## src/rtl/pipe_hazard_ctrl_pkg.sv

```systemverilog
`default_nettype none
// ============================================================================
// Module   : pipe_hazard_ctrl_pkg
// Desc     : Shared stage indices, forward-select encoding and entry widths
// Revision : 1.0 - initial release
// ============================================================================
package pipe_hazard_ctrl_pkg;

    localparam int STG_EX = 0;
    localparam int STG_ME = 1;
    localparam int STG_WB = 2;

    // Forward select value meaning "take the register file read data"
    localparam int SEL_RF = 0;

    localparam int ENT_V_W   = 1;
    localparam int ENT_WEN_W = 1;
    localparam int ENT_LD_W  = 1;

endpackage : pipe_hazard_ctrl_pkg
`default_nettype wire

```

## src/rtl/pipe_hazard_fwd_mux.sv

```systemverilog
`default_nettype none
// ============================================================================
// Module   : pipe_hazard_fwd_mux
// Desc     : Youngest-producer match and operand mux for one ID source
// Revision : 1.0 - initial release
// ============================================================================
module pipe_hazard_fwd_mux
    import pipe_hazard_ctrl_pkg::*;
#(
    parameter int XLEN       = 64,
    parameter int REG_AW     = 5,
    parameter int NSTAGE     = 3,
    parameter int LOAD_STAGE = 2,
    parameter int SEL_W      = $clog2(NSTAGE + 1)
) (
    input  logic [REG_AW-1:0]        rs,
    input  logic                     rs_used,
    input  logic [NSTAGE-1:0]        ent_v,
    input  logic [NSTAGE-1:0]        ent_wen,
    input  logic [NSTAGE-1:0]        ent_ld,
    input  logic [NSTAGE*REG_AW-1:0] ent_rd,
    input  logic [NSTAGE*XLEN-1:0]   stage_data,
    input  logic [XLEN-1:0]          rf_data,
    output logic [XLEN-1:0]          fwd_data,
    output logic [SEL_W-1:0]         fwd_sel,
    output logic                     not_ready
);

    logic [NSTAGE-1:0] w_match;
    logic              w_hit;
    logic              w_ready;
    logic [SEL_W-1:0]  w_sel;
    logic [XLEN-1:0]   w_data;

    generate
        for (genvar k = 0; k < NSTAGE; k++) begin : g_match
            assign w_match[k] = rs_used && ent_v[k] && ent_wen[k]
                             && (ent_rd[k*REG_AW +: REG_AW] == rs)
                             && (rs != '0);
        end
    endgenerate

    // Scan oldest to youngest so the lowest matching stage overwrites the rest
    always_comb begin
        w_hit   = 1'b0;
        w_ready = 1'b1;
        w_sel   = SEL_W'(SEL_RF);
        w_data  = rf_data;
        for (int k = NSTAGE - 1; k >= 0; k--) begin
            if (w_match[k]) begin
                w_hit   = 1'b1;
                w_ready = !ent_ld[k] || (k >= LOAD_STAGE);
                w_sel   = SEL_W'(k + 1);
                w_data  = stage_data[k*XLEN +: XLEN];
            end
        end
    end

    assign fwd_sel   = (w_hit && w_ready) ? w_sel  : SEL_W'(SEL_RF);
    assign fwd_data  = (w_hit && w_ready) ? w_data : rf_data;
    assign not_ready = w_hit && !w_ready;

endmodule : pipe_hazard_fwd_mux
`default_nettype wire

```

## src/rtl/pipe_hazard_ctrl.sv

```systemverilog
`default_nettype none
// ============================================================================
// Module   : pipe_hazard_ctrl
// Desc     : In-flight writer tracking, operand forwarding and stall control
// Revision : 1.0 - initial release
// ============================================================================
module pipe_hazard_ctrl
    import pipe_hazard_ctrl_pkg::*;
#(
    parameter int XLEN       = 64,
    parameter int REG_AW     = 5,
    parameter int NSTAGE     = 3,
    parameter int LOAD_STAGE = 2,
    parameter int CNT_W      = 32
) (
    input  logic                          clk,
    input  logic                          rst_n,
    input  logic                          issue_valid,
    input  logic [REG_AW-1:0]             issue_rs1,
    input  logic [REG_AW-1:0]             issue_rs2,
    input  logic                          issue_rs1_used,
    input  logic                          issue_rs2_used,
    input  logic [REG_AW-1:0]             issue_rd,
    input  logic                          issue_wen,
    input  logic                          issue_is_load,
    input  logic                          flush,
    input  logic                          ext_stall,
    input  logic [NSTAGE*XLEN-1:0]        stage_data,
    input  logic [XLEN-1:0]               rf_rs1_data,
    input  logic [XLEN-1:0]               rf_rs2_data,
    output logic [XLEN-1:0]               fwd_rs1_data,
    output logic [XLEN-1:0]               fwd_rs2_data,
    output logic [$clog2(NSTAGE+1)-1:0]   fwd_rs1_sel,
    output logic [$clog2(NSTAGE+1)-1:0]   fwd_rs2_sel,
    output logic                          stall_id,
    output logic                          issue_fire,
    output logic [CNT_W-1:0]              stall_cnt,
    output logic [CNT_W-1:0]              flush_cnt
);

    localparam int SEL_W = $clog2(NSTAGE + 1);

    logic [NSTAGE-1:0]        r_v;
    logic [NSTAGE-1:0]        r_wen;
    logic [NSTAGE-1:0]        r_ld;
    logic [NSTAGE*REG_AW-1:0] r_rd;
    logic [CNT_W-1:0]         r_stall_cnt;
    logic [CNT_W-1:0]         r_flush_cnt;

    logic w_rs1_not_ready;
    logic w_rs2_not_ready;
    logic w_hazard;
    logic w_stall;
    logic w_fire;

    pipe_hazard_fwd_mux #(
        .XLEN       (XLEN),
        .REG_AW     (REG_AW),
        .NSTAGE     (NSTAGE),
        .LOAD_STAGE (LOAD_STAGE),
        .SEL_W      (SEL_W)
    ) u_fwd_rs1 (
        .rs         (issue_rs1),
        .rs_used    (issue_rs1_used),
        .ent_v      (r_v),
        .ent_wen    (r_wen),
        .ent_ld     (r_ld),
        .ent_rd     (r_rd),
        .stage_data (stage_data),
        .rf_data    (rf_rs1_data),
        .fwd_data   (fwd_rs1_data),
        .fwd_sel    (fwd_rs1_sel),
        .not_ready  (w_rs1_not_ready)
    );

    pipe_hazard_fwd_mux #(
        .XLEN       (XLEN),
        .REG_AW     (REG_AW),
        .NSTAGE     (NSTAGE),
        .LOAD_STAGE (LOAD_STAGE),
        .SEL_W      (SEL_W)
    ) u_fwd_rs2 (
        .rs         (issue_rs2),
        .rs_used    (issue_rs2_used),
        .ent_v      (r_v),
        .ent_wen    (r_wen),
        .ent_ld     (r_ld),
        .ent_rd     (r_rd),
        .stage_data (stage_data),
        .rf_data    (rf_rs2_data),
        .fwd_data   (fwd_rs2_data),
        .fwd_sel    (fwd_rs2_sel),
        .not_ready  (w_rs2_not_ready)
    );

    // A flushed instruction never stalls: the redirect takes priority
    assign w_hazard = issue_valid && !flush && (w_rs1_not_ready || w_rs2_not_ready);
    assign w_stall  = w_hazard || ext_stall;
    assign w_fire   = issue_valid && !flush && !w_stall;

    assign stall_id   = w_stall;
    assign issue_fire = w_fire;
    assign stall_cnt  = r_stall_cnt;
    assign flush_cnt  = r_flush_cnt;

    always_ff @(posedge clk or negedge rst_n) begin
        if (!rst_n) begin
            r_v   <= '0;
            r_wen <= '0;
            r_ld  <= '0;
            r_rd  <= '0;
        end else if (!ext_stall) begin
            for (int k = 1; k < NSTAGE; k++) begin
                r_v[k]                  <= r_v[k-1];
                r_wen[k]                <= r_wen[k-1];
                r_ld[k]                 <= r_ld[k-1];
                r_rd[k*REG_AW +: REG_AW] <= r_rd[(k-1)*REG_AW +: REG_AW];
            end
            r_v[STG_EX]                       <= w_fire;
            r_wen[STG_EX]                     <= w_fire && issue_wen;
            r_ld[STG_EX]                      <= w_fire && issue_is_load;
            r_rd[STG_EX*REG_AW +: REG_AW]     <= w_fire ? issue_rd : '0;
        end
    end

    always_ff @(posedge clk or negedge rst_n) begin
        if (!rst_n) begin
            r_stall_cnt <= '0;
            r_flush_cnt <= '0;
        end else begin
            if (w_stall && (r_stall_cnt != '1)) begin
                r_stall_cnt <= r_stall_cnt + CNT_W'(1);
            end
            if (flush && issue_valid && (r_flush_cnt != '1)) begin
                r_flush_cnt <= r_flush_cnt + CNT_W'(1);
            end
        end
    end

endmodule : pipe_hazard_ctrl
`default_nettype wire

```

## config.mk

```make
export PLATFORM = sky130hd
export DESIGN_NAME = pipe_hazard_ctrl
export DESIGN_NICKNAME = d
export VERILOG_FILES = /design/src/rtl/pipe_hazard_ctrl_pkg.sv /design/src/rtl/pipe_hazard_fwd_mux.sv /design/src/rtl/pipe_hazard_ctrl.sv
export SDC_FILE = /design/constraint.sdc
export NUM_CORES = 1
export LEC_CHECK = 0
export BUFFER_PORTS_ARGS = -buffer_cell sky130_fd_sc_hd__buf_2
export CAP_MARGIN = 20
export CORE_AREA = 2 2 208 210
export CTS_CLUSTER_SIZE = 24
export DETAILED_ROUTE_END_ITERATION = 10
export DIE_AREA = 0 0 210 212
export PLACE_DENSITY = 0.53
export SETUP_SLACK_MARGIN = 0.15
export SKIP_LAST_GASP = 1
export SLEW_MARGIN = 30
export SYNTH_ARGS = -nofsm -noshare
export SYNTH_HDL_FRONTEND = slang
export SYNTH_HIERARCHICAL = 1
export SYNTH_SLANG_ARGS = --single-unit
```

## constraint.sdc

```tcl
create_clock -name clk -period 3.3 [get_ports clk]
set_clock_uncertainty 0.1 [all_clocks]
set_input_delay 0.66 -clock clk [delete_from_list [all_inputs] [get_ports clk]]
set_output_delay 0.66 -clock clk [all_outputs]
set_load 0.01 [all_outputs]
```

* Word level (Yosys, flattened, before mapping)
Cells that the tools add are included.
** Word-level totals
- Register bits after elaboration :: 87
- Latch bits :: 0
- Bits in writable memories :: 0
- ROM bits :: 0
- Bits of input ports :: 344
- Output and inout bits :: 198
- Memories kept :: 0
** Cells by class
- Add/sub/neg operators :: 2
- Multiply operators :: 0
- Divide/modulo/power cells :: 0
- Magnitude comparators :: 0
- Equality and inequality tests :: 8
- Shift-type cells :: 0
- Mux-type cells :: 27
- Bitwise gates (word level) :: 0
- Reductions and logical operators :: 46
** Operators by type and width (count)
- $mux 64 :: 8
- $add 32x1->32 const B :: 2
- $ne 32x32->1 const B :: 2
- $logic_and 1x1->1 :: 36
- $eq 5x5->1 :: 6
- $mux 2 :: 8
- $mux 1 :: 10
- $reduce_bool 5->1 :: 2
- $logic_not 1->1 :: 6
- $mux 5 :: 1
- $logic_or 1x1->1 :: 2

* Depth between registers and ports, before layout
- Word-level depth :: 14
- Gate-level depth with buffers :: 13
- Depth with buffers taken out :: 11

* Modules after synthesis
Netlist, hierarchy kept.
** By module, submodules not included
- pipe_hazard_fwd_mux :: times used 2, cells each 336, area an instance 2029.4 um^2, sequential area each 0.0 um^2
- pipe_hazard_ctrl :: times used 1, cells each 351, area an instance 3983.8 um^2, sequential area each 2202.1 um^2

* Worst setup path after synthesis
OpenSTA, ideal clock, no wires.
- Path type :: input-to-output
- Start :: input port issue_rs2[0]
- End :: output port issue_fire
- Arrival :: 2655 ps
- Setup slack :: -115 ps
- Stages on the path :: 10
- Buffers on the path :: 1
- Path through :: or4_1 o21ai_2 nor3_1 clkbuf_1 nand3_1 nand2_1 nor2_1 o21ba_2 inv_1 nor2_1
** On the way
- Longest elaborated chain between the ends :: 12
- Elaborated cells on any way between the ends :: 22
- Those cells by class :: eq/ne: 3; mux: 5; reduce/logical: 14
** RTL lines
- from (decl) :: RTL line pipe_hazard_ctrl.sv:20 : input logic [REG_AW-1:0] issue_rs2,
- $eq 5x5->1 :: RTL line pipe_hazard_fwd_mux.sv:38 : && (ent_rd[k*REG_AW +: REG_AW] == rs)
- $logic_and 1x1->1 :: RTL line pipe_hazard_fwd_mux.sv:38
- $logic_and 1x1->1 :: RTL line pipe_hazard_fwd_mux.sv:39 : && (rs != '0);
- $mux 1 (2 in a row) :: RTL line pipe_hazard_fwd_mux.sv:50 : if (w_match[k]) begin
- $mux 1 or $logic_not 1->1 (tied branches) :: RTL line pipe_hazard_fwd_mux.sv:50, pipe_hazard_fwd_mux.sv:61
- $logic_and 1x1->1 * :: RTL line pipe_hazard_fwd_mux.sv:61 : assign not_ready = w_hit && !w_ready;
- net w_rs2_not_ready :: RTL line pipe_hazard_ctrl.sv:51 : logic w_rs2_not_ready;
- $logic_or 1x1->1 * :: RTL line pipe_hazard_ctrl.sv:97 : assign w_hazard = issue_valid && !flush && (w_rs1_not_ready || w_rs2_not_ready);
- $logic_and 1x1->1 * :: RTL line pipe_hazard_ctrl.sv:97
- $logic_or 1x1->1 * :: RTL line pipe_hazard_ctrl.sv:98 : assign w_stall = w_hazard || ext_stall;
- net stall_id :: RTL line pipe_hazard_ctrl.sv:35 : output logic stall_id,
- $logic_not 1->1 * :: RTL line pipe_hazard_ctrl.sv:99 : assign w_fire = issue_valid && !flush && !w_stall;
- $logic_and 1x1->1 * :: RTL line pipe_hazard_ctrl.sv:99
- to (decl) :: RTL line pipe_hazard_ctrl.sv:36 : output logic issue_fire,
The timed path passes the listed nets; every way through them passes the cells marked *.

* Worst setup path in the final report
- Start :: register r_rd[4]
- End :: output port fwd_rs2_data[16]
** On the way
- Longest elaborated chain between the ends :: 6
- Elaborated cells on any way between the ends :: 8
- Those cells by class :: eq/ne: 1; mux: 4; reduce/logical: 3
** RTL lines
- from (decl) :: RTL line pipe_hazard_ctrl.sv:46 : logic [NSTAGE*REG_AW-1:0] r_rd;
- from (signal, indexed assignment) :: RTL line pipe_hazard_ctrl.sv:117 : r_rd[k*REG_AW +: REG_AW] <= r_rd[(k-1)*REG_AW +: REG_AW];
- from (signal, indexed assignment) :: RTL line pipe_hazard_ctrl.sv:122 : r_rd[STG_EX*REG_AW +: REG_AW] <= w_fire ? issue_rd : '0;
- $eq 5x5->1 * :: RTL line pipe_hazard_fwd_mux.sv:38
- $logic_and 1x1->1 * :: RTL line pipe_hazard_fwd_mux.sv:38
- $logic_and 1x1->1 * :: RTL line pipe_hazard_fwd_mux.sv:39
- $mux 1 :: RTL line pipe_hazard_fwd_mux.sv:50
- $logic_and 1x1->1 :: RTL line pipe_hazard_fwd_mux.sv:60 : assign fwd_data = (w_hit && w_ready) ? w_data : rf_data;
- $mux 64 * :: RTL line pipe_hazard_fwd_mux.sv:60
- to (decl) :: RTL line pipe_hazard_ctrl.sv:32 : output logic [XLEN-1:0] fwd_rs2_data,
Every way passes the cells marked *; elsewhere a longest branch is shown, timed or not.

==> run summary <==
The fraction of final layout cells sized beyond drive strength 1 works out to 61.06%. Relative to the synthesized area, the layout overhead comes to 96.19%. The final reports fail on negative setup slack.

TritonCTS built the clock tree. The switching power as a share of total power is 34.67%. The clock insertion delay at the later pin of the skew report came out at 350 ps. The clock tree synthesis step divided the H-tree into 3 levels. The CTS clock-pin slew for the worst setup and hold paths is 70 ps. For this run, the number of Yosys warnings is 6. Across all register-to-register paths, the minimum setup slack is -110 ps.

The I/O pin total came out at 542. In the final routed layout, each cell accounts on average for 24.07 um. Per report_power, the clock group accounts for 28.7% of the total. The filler cell count came out at 4383. The worst setup path is launched from a register.

The initial utilization of the core area, before any placement, comes to 18.84%. In this run the critical register-to-register path is captured at stall_cnt[21]. Of all nets on the critical path, the largest fanout is 12. Dividing total power by cell area gives a power density of 218.0 nW/um^2. The tools report the number of slew-limit violations in the final report as 0.

The most critical setup path has its startpoint at r_rd[4]. The longest clock path from root to sink contains 2 buffers. The logs give 48.50% for the worst relative slew slack and 0 for the total congestion overflow after global routing. After routing the design area is 15710 sq um. The floorplan step defined a die boundary enclosing 44520 sq um. In the final design database the tool counted 2054 nets.

The worst path arrival time was 2980 ps. The maximum ir drop on the vdd rail was 0.3189 mV. The final hold violation count came out at 0.

The logs give 0 for the number of antenna-violating nets in the routed design and 9 for the TritonCTS buffer count. In the routed design, unresolved DRC markers number 0. The first TritonRoute pass finished after 6 iterations. The die height was 212 um; the portion of total power attributed to sequential cells was 39.1%.

In this run, the combinational gates consume 32.1% of the power. The wire-length estimate of the detail-placed layout is 40.08 mm. Endpoint class of the critical path: a primary output.

The number of hold buffers added after CTS was 0. Using the TritonRoute via totals, the vias-per-cell ratio works out to 5.164. The overall via count from detail_route is 11770, and the count of port buffers added during placement is 541. In this run the critical register-to-register path is launched from r_rd[4]. Routability-driven placement finished with a final weighted congestion of 0.9507. The internal power contribution came out at 2.237 mW. Setup violations remaining at the end of the flow were counted as 145. Following the worst setup path forward leads to its endpoint at fwd_rs2_data[16]. After synthesis, the mean cell area works out to 7.842 sq um. The standard cell area after detailed placement was 12260 sq um.

The final layout contains routed wiring with a total length of 54.85 mm. The cell count after synthesis was 1021. The total number of clock tree sinks is 87. The run gives 0 as the count of max-cap constraint violations.

The shortest clock period the worst path allows after layout came out at 3737 ps. The run gives 22.33% as the total track usage. Setup repair after global routing could not meet its margin everywhere. Summed over all nets, the switching power comes to 1.187 mW. The tools report the first-pass GRT wire length as 73.18 mm.

The total power was 3.425 mW; the slew at the pin closest to its max-slew limit was 762.1 ps. Path category of the worst min-delay check: primary input to async pin. The initialized floorplan defines 76 standard-cell rows.

The run finished, with violations left. The die is 210 um wide. The run gives 7.356 nW as the leakage power of the design.

Adding up every negative setup slack in the final design gives -41130 ps. The share of the cycle needed by the critical path after routing came out at 113.2%. When the netlist entered floorplanning its net count stood at 1367. Smallest setup slack after layout: -436.9 ps.

The mapped netlist covers 8006 sq um. Based on the critical path, the design can be clocked at up to 267.6 MHz. The type of the worst setup path was register to primary output. The number of antenna violations at the first check in global routing was 31; the count of routing violations after the opening detailed-route iteration was 920. The logs give 2540 ps for the worst path required time and 11110 for the number of global-route vias before repair. Measured in cells, the most critical reg-to-reg path has a length of 17. The logs give 42510 sq um for the area of the placeable core and 46 for the pin count of the biggest net entering global routing. Clock tree root driver cell: sky130_fd_sc_hd__clkbuf_16.
## registers in the layout, indices dropped and copies added, names as in the netlist
| register | count |
|---|---|
| r_wen | 3 |
| r_v | 3 |
| r_ld | 2 |
| r_rd | 15 |
| stall_cnt | 32 |
| flush_cnt | 32 |
## placed cells by master (no fill, tap or decap), drive strengths merged, types with 17 or more instances in the layout
| master | count |
|---|---|
| mux2 | 17 |
| xnor2 | 50 |
| o21ai | 259 |
| nand3 | 27 |
| nor2 | 27 |
| xor2 | 38 |
| clkbuf | 19 |
| nand2 | 156 |
| buf | 757 |
| a221o | 128 |
| dfrtp | 87 |
| diode | 20 |
| nand4 | 31 |
## worst max-delay path, stage by stage (launching register included)
cell	delay, ps
sky130_fd_sc_hd__dfrtp_2	460
sky130_fd_sc_hd__xnor2_2	150
sky130_fd_sc_hd__nand4_1	210
sky130_fd_sc_hd__buf_4	220
sky130_fd_sc_hd__buf_6	110
sky130_fd_sc_hd__or4_4	610
sky130_fd_sc_hd__buf_4	190
sky130_fd_sc_hd__buf_16	170
sky130_fd_sc_hd__o21ai_1	260
sky130_fd_sc_hd__o21ai_1	100
sky130_fd_sc_hd__buf_2	150
## area by class of cell
type / instances / area (sq um) / area share, %
Clock inverter: 7 / 56.30 / 0.3585
Timing Repair Buffer: 768 / 5842 / 37.19
Sequential cell: 87 / 2178 / 13.87
Clock buffer: 9 / 225.2 / 1.434
Antenna cell: 20 / 50.05 / 0.3186
Inverter: 7 / 28.78 / 0.1832
Multi-Input combinational cell: 835 / 6644 / 42.30
Tap cell: 546 / 683.2 / 4.349
## layer usage
layer | track usage (%) | vias up | wire length, um
li1 | - | 5326 | -
met2 | 39.50 | 573 | 27660
met5 | 0 | - | 80
met3 | 4.623 | 140 | 3945
met1 | 25.64 | 5718 | 20600
met4 | 11.01 | 12 | 2560
## repair_timing
action | 4_1_cts | 5_1_grt
resized for setup | 287 | 334
gates cloned | 17 | 12
setup endpoints to repair | 155 | 159
buffers inserted | 42 | 24
pin swaps | 67 | 85
## through the flow
step	hold WS, ps	util [%]	std cells	setup slack (ps)
after detailed placement	378.5	28.84	2148	-560.0
after CTS	217.4	33.24	2223	-301.3
final	201.8	36.95	2279	-436.9
after floorplan	264.4	-	1021	42.66
after global placement	372.7	28.84	2148	-557.6
after global routing	250.4	36.94	2277	-505.8
## worst min path at each step
stage / from / end / cells past startpoint
2_1_floorplan: rst_n / flush_cnt[0] / 0
3_3_place_gp: flush_cnt[16] / flush_cnt[16] / 1
3_5_place_dp: flush_cnt[16] / flush_cnt[16] / 1
4_1_cts: rst_n / flush_cnt[6] / 1
5_1_grt: rst_n / stall_cnt[21] / 1
6_report: rst_n / stall_cnt[28] / 1
## power groups by stage
stage | logic [mW] | registers [mW] | clock network, mW
floorplan | 0.333 | 1.36 | 0
global placement | 0.927 | 1.35 | 0
detailed placement | 0.942 | 1.36 | 0
CTS | 1.01 | 1.34 | 1.01
global route | 1.19 | 1.36 | 1.06
finish | 1.10 | 1.34 | 0.984
(Power assumes the default switching activity.)
